[config.mk]
export PLATFORM = sky130hd
export DESIGN_NAME = prog_addr_decoder
export DESIGN_NICKNAME = d
export VERILOG_FILES = /design/src/rtl/prog_addr_decoder.sv
export SDC_FILE = /design/constraint.sdc
export NUM_CORES = 1
export LEC_CHECK = 0
export ABC_AREA = 1
export CORE_UTILIZATION = 50
export CTS_CLUSTER_SIZE = 25
export DETAILED_ROUTE_END_ITERATION = 8
export PLACE_DENSITY = 0.71
export SYNTH_ARGS = -nofsm -noshare
export SYNTH_HDL_FRONTEND = slang
export SYNTH_SLANG_ARGS = --single-unit
[constraint.sdc]
create_clock -name clk -period 1.7 [get_ports clk]
set_input_delay 0.34 -clock clk [delete_from_list [all_inputs] [get_ports clk]]
set_output_delay 0.34 -clock clk [all_outputs]
set_load 0.01 [all_outputs]
[src/rtl/prog_addr_decoder.sv]
// rtl/prog_addr_decoder.sv - programmable registered address decoder
// Run-time lookup table with a one-entry output register and saturating miss counter.
module prog_addr_decoder #(
  parameter int                ADDR_W       = 3,
  parameter int                OUT_W        = 8,
  parameter logic [OUT_W-1:0]  DEFAULT_CODE = '0,
  parameter int                MISS_W       = 8
) (
  input  logic              clk,
  input  logic              rst_n,
  input  logic              cfg_we,
  input  logic [ADDR_W-1:0] cfg_addr,
  input  logic [OUT_W-1:0]  cfg_code,
  input  logic              cfg_en,
  input  logic              in_valid,
  output logic              in_ready,
  input  logic [ADDR_W-1:0] in_addr,
  output logic              out_valid,
  input  logic              out_ready,
  output logic [OUT_W-1:0]  out_decode,
  output logic              out_hit,
  output logic [MISS_W-1:0] miss_count,
  input  logic              miss_clr
);

  localparam int DEPTH = 1 << ADDR_W;

  logic [DEPTH-1:0][OUT_W-1:0] code_q, code_d;
  logic [DEPTH-1:0]            valid_q, valid_d;
  logic                        out_valid_q, out_valid_d;
  logic [OUT_W-1:0]            out_decode_q, out_decode_d;
  logic                        out_hit_q, out_hit_d;
  logic [MISS_W-1:0]           miss_q, miss_d;

  logic             accept;
  logic             lookup_hit;
  logic [OUT_W-1:0] lookup_code;

  assign in_ready    = !out_valid_q || out_ready;
  assign accept      = in_valid && in_ready;
  // Lookup reads the registered table, so a same-cycle write is seen only by later lookups.
  assign lookup_hit  = valid_q[in_addr];
  assign lookup_code = lookup_hit ? code_q[in_addr] : DEFAULT_CODE;

  always_comb begin
    code_d  = code_q;
    valid_d = valid_q;
    if (cfg_we) begin
      code_d[cfg_addr]  = cfg_code;
      valid_d[cfg_addr] = cfg_en;
    end
  end

  always_comb begin
    out_valid_d  = out_valid_q && !out_ready;
    out_decode_d = out_decode_q;
    out_hit_d    = out_hit_q;
    if (accept) begin
      out_valid_d  = 1'b1;
      out_decode_d = lookup_code;
      out_hit_d    = lookup_hit;
    end
  end

  always_comb begin
    miss_d = miss_q;
    if (miss_clr) begin
      miss_d = '0;
    end else if (accept && !lookup_hit && (miss_q != {MISS_W{1'b1}})) begin
      miss_d = miss_q + MISS_W'(1);
    end
  end

  always_ff @(posedge clk or negedge rst_n) begin
    if (!rst_n) begin
      code_q       <= '0;
      valid_q      <= '0;
      out_valid_q  <= 1'b0;
      out_decode_q <= '0;
      out_hit_q    <= 1'b0;
      miss_q       <= '0;
    end else begin
      code_q       <= code_d;
      valid_q      <= valid_d;
      out_valid_q  <= out_valid_d;
      out_decode_q <= out_decode_d;
      out_hit_q    <= out_hit_d;
      miss_q       <= miss_d;
    end
  end

  assign out_valid  = out_valid_q;
  assign out_decode = out_decode_q;
  assign out_hit    = out_hit_q;
  assign miss_count = miss_q;

endmodule

==> results.md, run 1 <==
* Worst EP required at 1.36 ns
* Crit Path Class: reg2out
* Layout Cells excl Fill at 683
* Die height at 94.2 um
* Longest Clk Path Bufs at 2
* Seq pwr share at 0.516
* Clock Latency Late Sink at 0.36 ns
* Cts bufs inserted at 9
* CP Launch Type: register
* Fillers at 699
* Clock power frac at 0.293
* Delay-heaviest family, CP: buffers and inverters
* Sw Share at 0.292
* Die X at 94.2 um
* Register area share after synthesis at 0.530
* Post-DP HPWL at 6820 um
* Crit-path cells: clkdlybuf4s50_1
* Worst Setup End Kind: output port
* Rel. slew slack at 0.742
* Total wire length at 9670 um
* Total gr overflow at 0
* Largest area contributor in the netlist: dfrtp_1
* Die ar. at 8880 um^2
* Layout Skew at 0.0143 ns
* First-pass GRT wire length at 16,200 um
* DRT Pass-1 Iters at 6
* Clk root buf: clkbuf_8
* Synth area leaders: dfrtp_1 53%, nand2_1 13%, o21ai_0 12%
* Vias/cell at 5.30
* Register area at 2250 um^2
* Number of port buffers at 39
* Maximum vdd drop at 0.463 mV
* CP Buf/Inv Count at 1
* Worst-path maximum fanout at 6
* Critical Path AT at 1.33 ns
* Syn_nets at 538
* H-tree lvl count at 3
* Peak Freq at 600 MHz
* Slew Limit Fails at 0
* Area of the multi-input gates at 1700 um^2
* Placed cell count at 659
* Detailed-route via count at 3,619
* PwrDens at 1020 nW/um^2
* Post-Syn Area at 4250 um^2
* Clock tree sinks at 90
* # setup viols final at 0
* Worst hold path type: in2async
* Number of global-route vias before repair at 3,496
* Final Hold Vio Count at 0
* #FFs+latches synth at 90
* Iter 0 DRT Violations at 207
* Area growth, synth to finish at 21.1%
* Mapped Cells at 516
* Comb pwr share at 0.190
* All-layer global routing usage at 0.238
* Maxcap violations at 0
* # nets final at 595
* Synth async-reset ratio at 1.00
* Warnings from Yosys at 0
* CTS tree: yes
* Core area at 8220 um^2
* Final ANT Viol Nets at 0
* Hold Worst Slack at 0.399 ns
* WL/cell at 14.2 um
* Top Ports at 40
* Largest net degree at the start of global routing at 51
* N_diodes at 0
* Count of flip-flops with a built-in enable after synthesis at 0
* Mean Syn Cell Area at 8.24 um^2
* Clk pin slew, worst setup/hold paths at 0.10 ns
* Least-Margin Pin Slew at 0.387 ns
* Status: complete, no violations
* Top FF cell, synth: dfrtp_1
* Leak Pwr at 2.52 nW
* Layout cells sized above 1 at 0.123
* Slowest CP cell: clkdlybuf4s50_1
* Post-synth top area share at 0.530
* # rows at 33
* Minimum clock period at 1.67 ns
* R2R setup slack at 0.12 ns
* Placer Congestion at 0.845
* Initial antenna violation count at 0
* P_sw at 1.53 mW
* Number of distinct library cells after synthesis at 29
* Fin crit share at 0.980
* Internal at 3.71 mW
* Final Power at 5.24 mW
* Initial Util at 0.518
* RSZ-0062 raised after global routing: false
* Drt drc at 0
* Worst path max stage delay at 0.55 ns
## worst paths after layout
path / from / end / depth (start not counted)
worst max-delay path: miss_count[6] / miss_count[6] / 1
worst min-delay path: rst_n / code_q[48] / 2
worst max register to register: miss_count[1] / miss_count[4] / 8
worst min register to register: code_q[40] / code_q[40] / 2
max in group asynchronous: rst_n / miss_count[4] / 3
min in group clk: code_q[40] / code_q[40] / 2
## flip-flops by register name, summed over array words and instances, names as in the netlist
register / cells
out_decode: 8
code_q: 64
valid_q: 8
miss_count: 8
out_valid: 1
out_hit: 1
## power groups by stage
stage | sequential, mW | clock [mW] | combinational (mW)
2_1_floorplan | 2.71 | 0 | 0.583
3_3_place_gp | 2.73 | 0 | 0.949
3_5_place_dp | 2.75 | 0 | 0.983
4_1_cts | 2.71 | 1.55 | 1.00
5_1_grt | 2.75 | 1.63 | 1.15
6_report | 2.70 | 1.54 | 0.998
## per-layer routing
layer / wire, um / global-route usage / vias up
met5: 0 / 0 / -
met3: 387 / 0.0348 / 18
met4: 194 / 0.104 / 0
met2: 4620 / 0.391 / 91
met1: 4470 / 0.313 / 1727
li1: - / - / 1783
## cell usage in the layout, fill, tap and decap left out, types with 3 or more instances in the layout
cell type        count
buf_4               21
clkbuf_8            11
o21ai_1             15
o21ai_0            103
dfrtp_1             88
dlymetal6s2s_1       3
nand2_2              9
nand3_2              5
buf_12               6
inv_1               43
nand3_1             13
nor2_1              45
clkdlybuf4s50_1     34
o211ai_1             8
nand2_1            148
## per-stage QoR
stage	cell area, um^2	util	setup TNS [ns]	setup WS (ns)
after floorplan	4250	-	0	0.230
after global placement	4860	0.592	-2.41	-0.173
after detailed placement	4860	0.592	-3.51	-0.232
after CTS	5120	0.623	0	0.00961
after global routing	5150	0.627	0	0.000846
final	5150	0.627	0	0.0338
## Yosys cell counts (all sizes together) (2+ instances only)
master / n
nand2: 158
o21ai: 120
dfrtp: 90
nor2: 47
inv: 46
nand3: 19
buf: 15
o211ai: 8
clkbuf: 5
nor3: 2
nor3b: 2
xnor2: 2
## area by class of cell
class	count	share of cell area
multi-input combinational	360	0.330
inverter	46	0.0345
clock buffer	11	0.0294
sequential	90	0.438
clock inverter	5	0.0121
timing repair buffer	66	0.131
tap	105	0.0255
## cell families after synthesis
group                    share of synthesized area
adder cells (fa/ha/maj)                    0.00294
XOR/XNOR                                   0.00618
buffers and inverters                       0.0715
AND/OR/NAND/NOR                              0.233
flip-flops                                   0.530
AO/OA/AOI/OAI                                0.157
## timing repair
item                                   in CTS  in global routing
setup buffers                               4                  3
endpoints found under the hold margin      21                  0
cloned                                      0                  0
gates resized for setup                     3                  4
hold buffers                                1                  0
setup endpoints to repair                   7                 11
(Power assumes the default switching activity.)
==> inputs of run 2 (changes only) <==
--- a/config.mk
+++ b/config.mk
@@ -6,10 +6,12 @@
 export NUM_CORES = 1
 export LEC_CHECK = 0
 export ABC_AREA = 1
+export ABC_CLOCK_PERIOD_IN_PS = 1700
 export CORE_UTILIZATION = 50
 export CTS_CLUSTER_SIZE = 25
 export DETAILED_ROUTE_END_ITERATION = 8
-export PLACE_DENSITY = 0.71
+export DONT_BUFFER_PORTS = 1
+export PLACE_DENSITY = 0.65
 export SYNTH_ARGS = -nofsm -noshare
 export SYNTH_HDL_FRONTEND = slang
 export SYNTH_SLANG_ARGS = --single-unit
==> run 2 against run 1 <==
The run now ends with negative hold slack left. Flip-flop and latch count unchanged. Core utilization down 8.2 points. Clock power down 9%. Sequential power about the same. Non-clock buffer count down 61. Combinational power down 29%. Die area unchanged. Design area down 13%. Sequential share of layout area up 6.5 points. First-iteration DRC count down 26%. Clock-buffer cell count down 2. Final cell count down 8.9%. Largest cell class unchanged.
==> results.md, run 2 (synthesis gave the netlist of run 1 again) <==
* Total gr overflow at 0 (unchanged)
* # setup viols final at 0 (unchanged)
* Clock Latency Late Sink at 0.36 ns (about the same)
* Drt drc at 0 (unchanged)
* CP Launch Type: register (unchanged)
* Die ar. at 8880 um^2 (unchanged)
* Final Power at 4.81 mW (was 5.24 mW)
* Post-DP HPWL at 5880 um (was 6820 um)
* Worst reg2reg startpoint: miss_count[1] (unchanged)
* Die X at 94.2 um (unchanged)
* Iter 0 DRT Violations at 153 (was 207)
* Placer Congestion at 0.752 (was 0.845)
* PwrDens at 1070 nW/um^2 (was 1020 nW/um^2)
* Layout Skew at 0.0119 ns (was 0.0143 ns)
* Status: finished, violations left (was complete, no violations)
* Delay-heaviest family, CP: simple AND/OR/NAND/NOR gates (was buffers and inverters)
* Reg with most FFs: code_q (unchanged)
* Number of global-route vias before repair at 3,316 (was 3,496)
* Fin crit share at 0.875 (was 0.980)
* Worst slack, placed at 0.204 ns (was -0.232 ns)
* Initial Util at 0.518 (unchanged)
* Vias/cell at 5.33 (was 5.30)
* Most frequent cells in the layout: 148 x nand2_1, 103 x o21ai_0, 90 x dfrtp_1, 45 x nor2_1, 43 x inv_1 (was 148 x nand2_1, 103 x o21ai_0, 88 x dfrtp_1, 45 x nor2_1, 43 x inv_1)
* Maximum vdd drop at 0.551 mV (was 0.463 mV)
* Setup ws final at 0.212 ns (was 0.0338 ns)
* Leak Pwr at 2.19 nW (was 2.52 nW)
* Clock tree sinks at 90 (unchanged)
* WL/cell at 14.5 um (was 14.2 um)
* Grt met2 use at 0.378 (was 0.391)
* First-pass GRT wire length at 15,700 um (was 16,200 um)
* Worst path max stage delay at 0.36 ns (was 0.55 ns)
* CTS tree: yes (unchanged)
* Resized Gates After CTS at 0 (was 3)
* Worst hold path type: in2async (unchanged)
* Crit Path Class: reg2reg (was reg2out)
* Fillers at 774 (was 699)
* Die height at 94.2 um (unchanged)
* RSZ-0062 raised after global routing: false (unchanged)
* R2R setup slack at 0.21 ns (was 0.12 ns)
* Layout cells sized above 1 at 0.0890 (was 0.123)
* Largest net degree at the start of global routing at 91 (was 51)
* Worst-path maximum fanout at 9 (was 6)
* Minimum clock period at 1.49 ns (was 1.67 ns)
* Cts bufs inserted at 9 (unchanged)
* Core area at 8220 um^2 (unchanged)
* # rows at 33 (unchanged)
* Peak Freq at 672 MHz (was 600 MHz)
* Worst path depth at 8 (was 1)
* Final Hold Vio Count at 90 (was 0)
* All-layer global routing usage at 0.230 (was 0.238)
* Slew Limit Fails at 0 (unchanged)
* Critical Path AT at 1.74 ns (was 1.33 ns)
* Setup_tns at 0 ns (unchanged)
* Top Ports at 40 (unchanged)
* Least-Margin Pin Slew at 0.621 ns (was 0.387 ns)
* Hold Worst Slack at -0.343 ns (was 0.399 ns)
* GRT busiest layer: met2 (unchanged)
* Total wire length at 9000 um (was 9670 um)
* Grt met1 use at 0.305 (was 0.313)
* CP most frequent cell: nand2_1
* Crit-path cells: ha_1 -> nand2_2 -> nor3b_4 -> nand3_2 -> nand3_4 -> nand2_4 -> nand2_1 -> nand2_1 (was clkdlybuf4s50_1)
* Number of port buffers at 0 (was 39)
* N_diodes at 0 (unchanged)
* Detailed-route via count at 3,316 (was 3,619)
* R2r endpoint: miss_count[1] (was miss_count[4])
* Clk pin slew, worst setup/hold paths at 0.10 ns (about the same)
* Slowest CP cell: dfrtp_1 (was clkdlybuf4s50_1)
* Commonest non-fill, non-tap cell in the layout: nand2_1 (unchanged)
* Rel. slew slack at 0.585 (was 0.742)
* Longest Clk Path Bufs at 2 (unchanged)
* Max reg flops at 64 (unchanged)
* H-tree lvl count at 3 (unchanged)
* Failing checks: negative hold slack
* Area growth, synth to finish at 5.33% (was 21.1%)
* CP Buf/Inv Count at 0 (was 1)
* Met3 Track Usage GR at 0.0348 (unchanged)
* # nets final at 534 (was 595)
* DRT Pass-1 Iters at 5 (was 6)
* Worst Setup End Kind: register (was output port)
* Final ANT Viol Nets at 0 (unchanged)
* Post-layout util at 0.545 (was 0.627)
* Clk root buf: clkbuf_8 (unchanged)
* Worst R2R Path Depth at 8 (unchanged)
* Initial antenna violation count at 0 (unchanged)
* Maxcap violations at 0 (unchanged)
* Worst EP required at 1.95 ns (was 1.36 ns)
run 2: where the power goes:
part | internal (mW) | switching (mW)
registers | 2.51 | 0.199
logic | 0.281 | 0.426
clock network | 0.563 | 0.836
run 2: repair_timing:
item / CTS / global route
endpoints found under the hold margin: 90 / 90
buffers inserted: 0 / 0
endpoints found under the setup margin: 0 / 0
run 2: cell type report:
cell class	count	area, um^2	share of cell area
Clock inverter	7	60.1	0.0134
Clock buffer	9	124	0.0277
Sequential cell	90	2250	0.503
Timing Repair Buffer	5	37.5	0.00838
Inverter	46	178	0.0397
Multi-Input combinational cell	360	1700	0.379
Tap cell	105	131	0.0293
run 2: metrics by stage:
step / cells / cell area [um^2]
after global routing: 622 / 4480
after detailed placement: 606 / 4300
final: 622 / 4480
after global placement: 606 / 4300
after floorplan: 516 / 4250
after CTS: 622 / 4480
run 2: per-layer routing:
layer  wire length, um  share of wire  vias to the layer above
li1                  -              -                     1655
met1              4240           0.47                     1578
met2              4220           0.47                       74
met3               425          0.047                        9
met4               106          0.012                        0
met5                 0              0                        -
run 2: worst max path at each step:
stage | start | endpoint | slack (ns)
floorplan | miss_count[0] | miss_count[4] | 0.23
global route | miss_count[0] | miss_count[1] | 0.05
CTS | miss_count[1] | miss_count[5] | 0.18
finish | miss_count[1] | miss_count[1] | 0.21
detailed placement | miss_count[1] | miss_count[1] | 0.20
global placement | miss_count[0] | miss_count[2] | 0.25
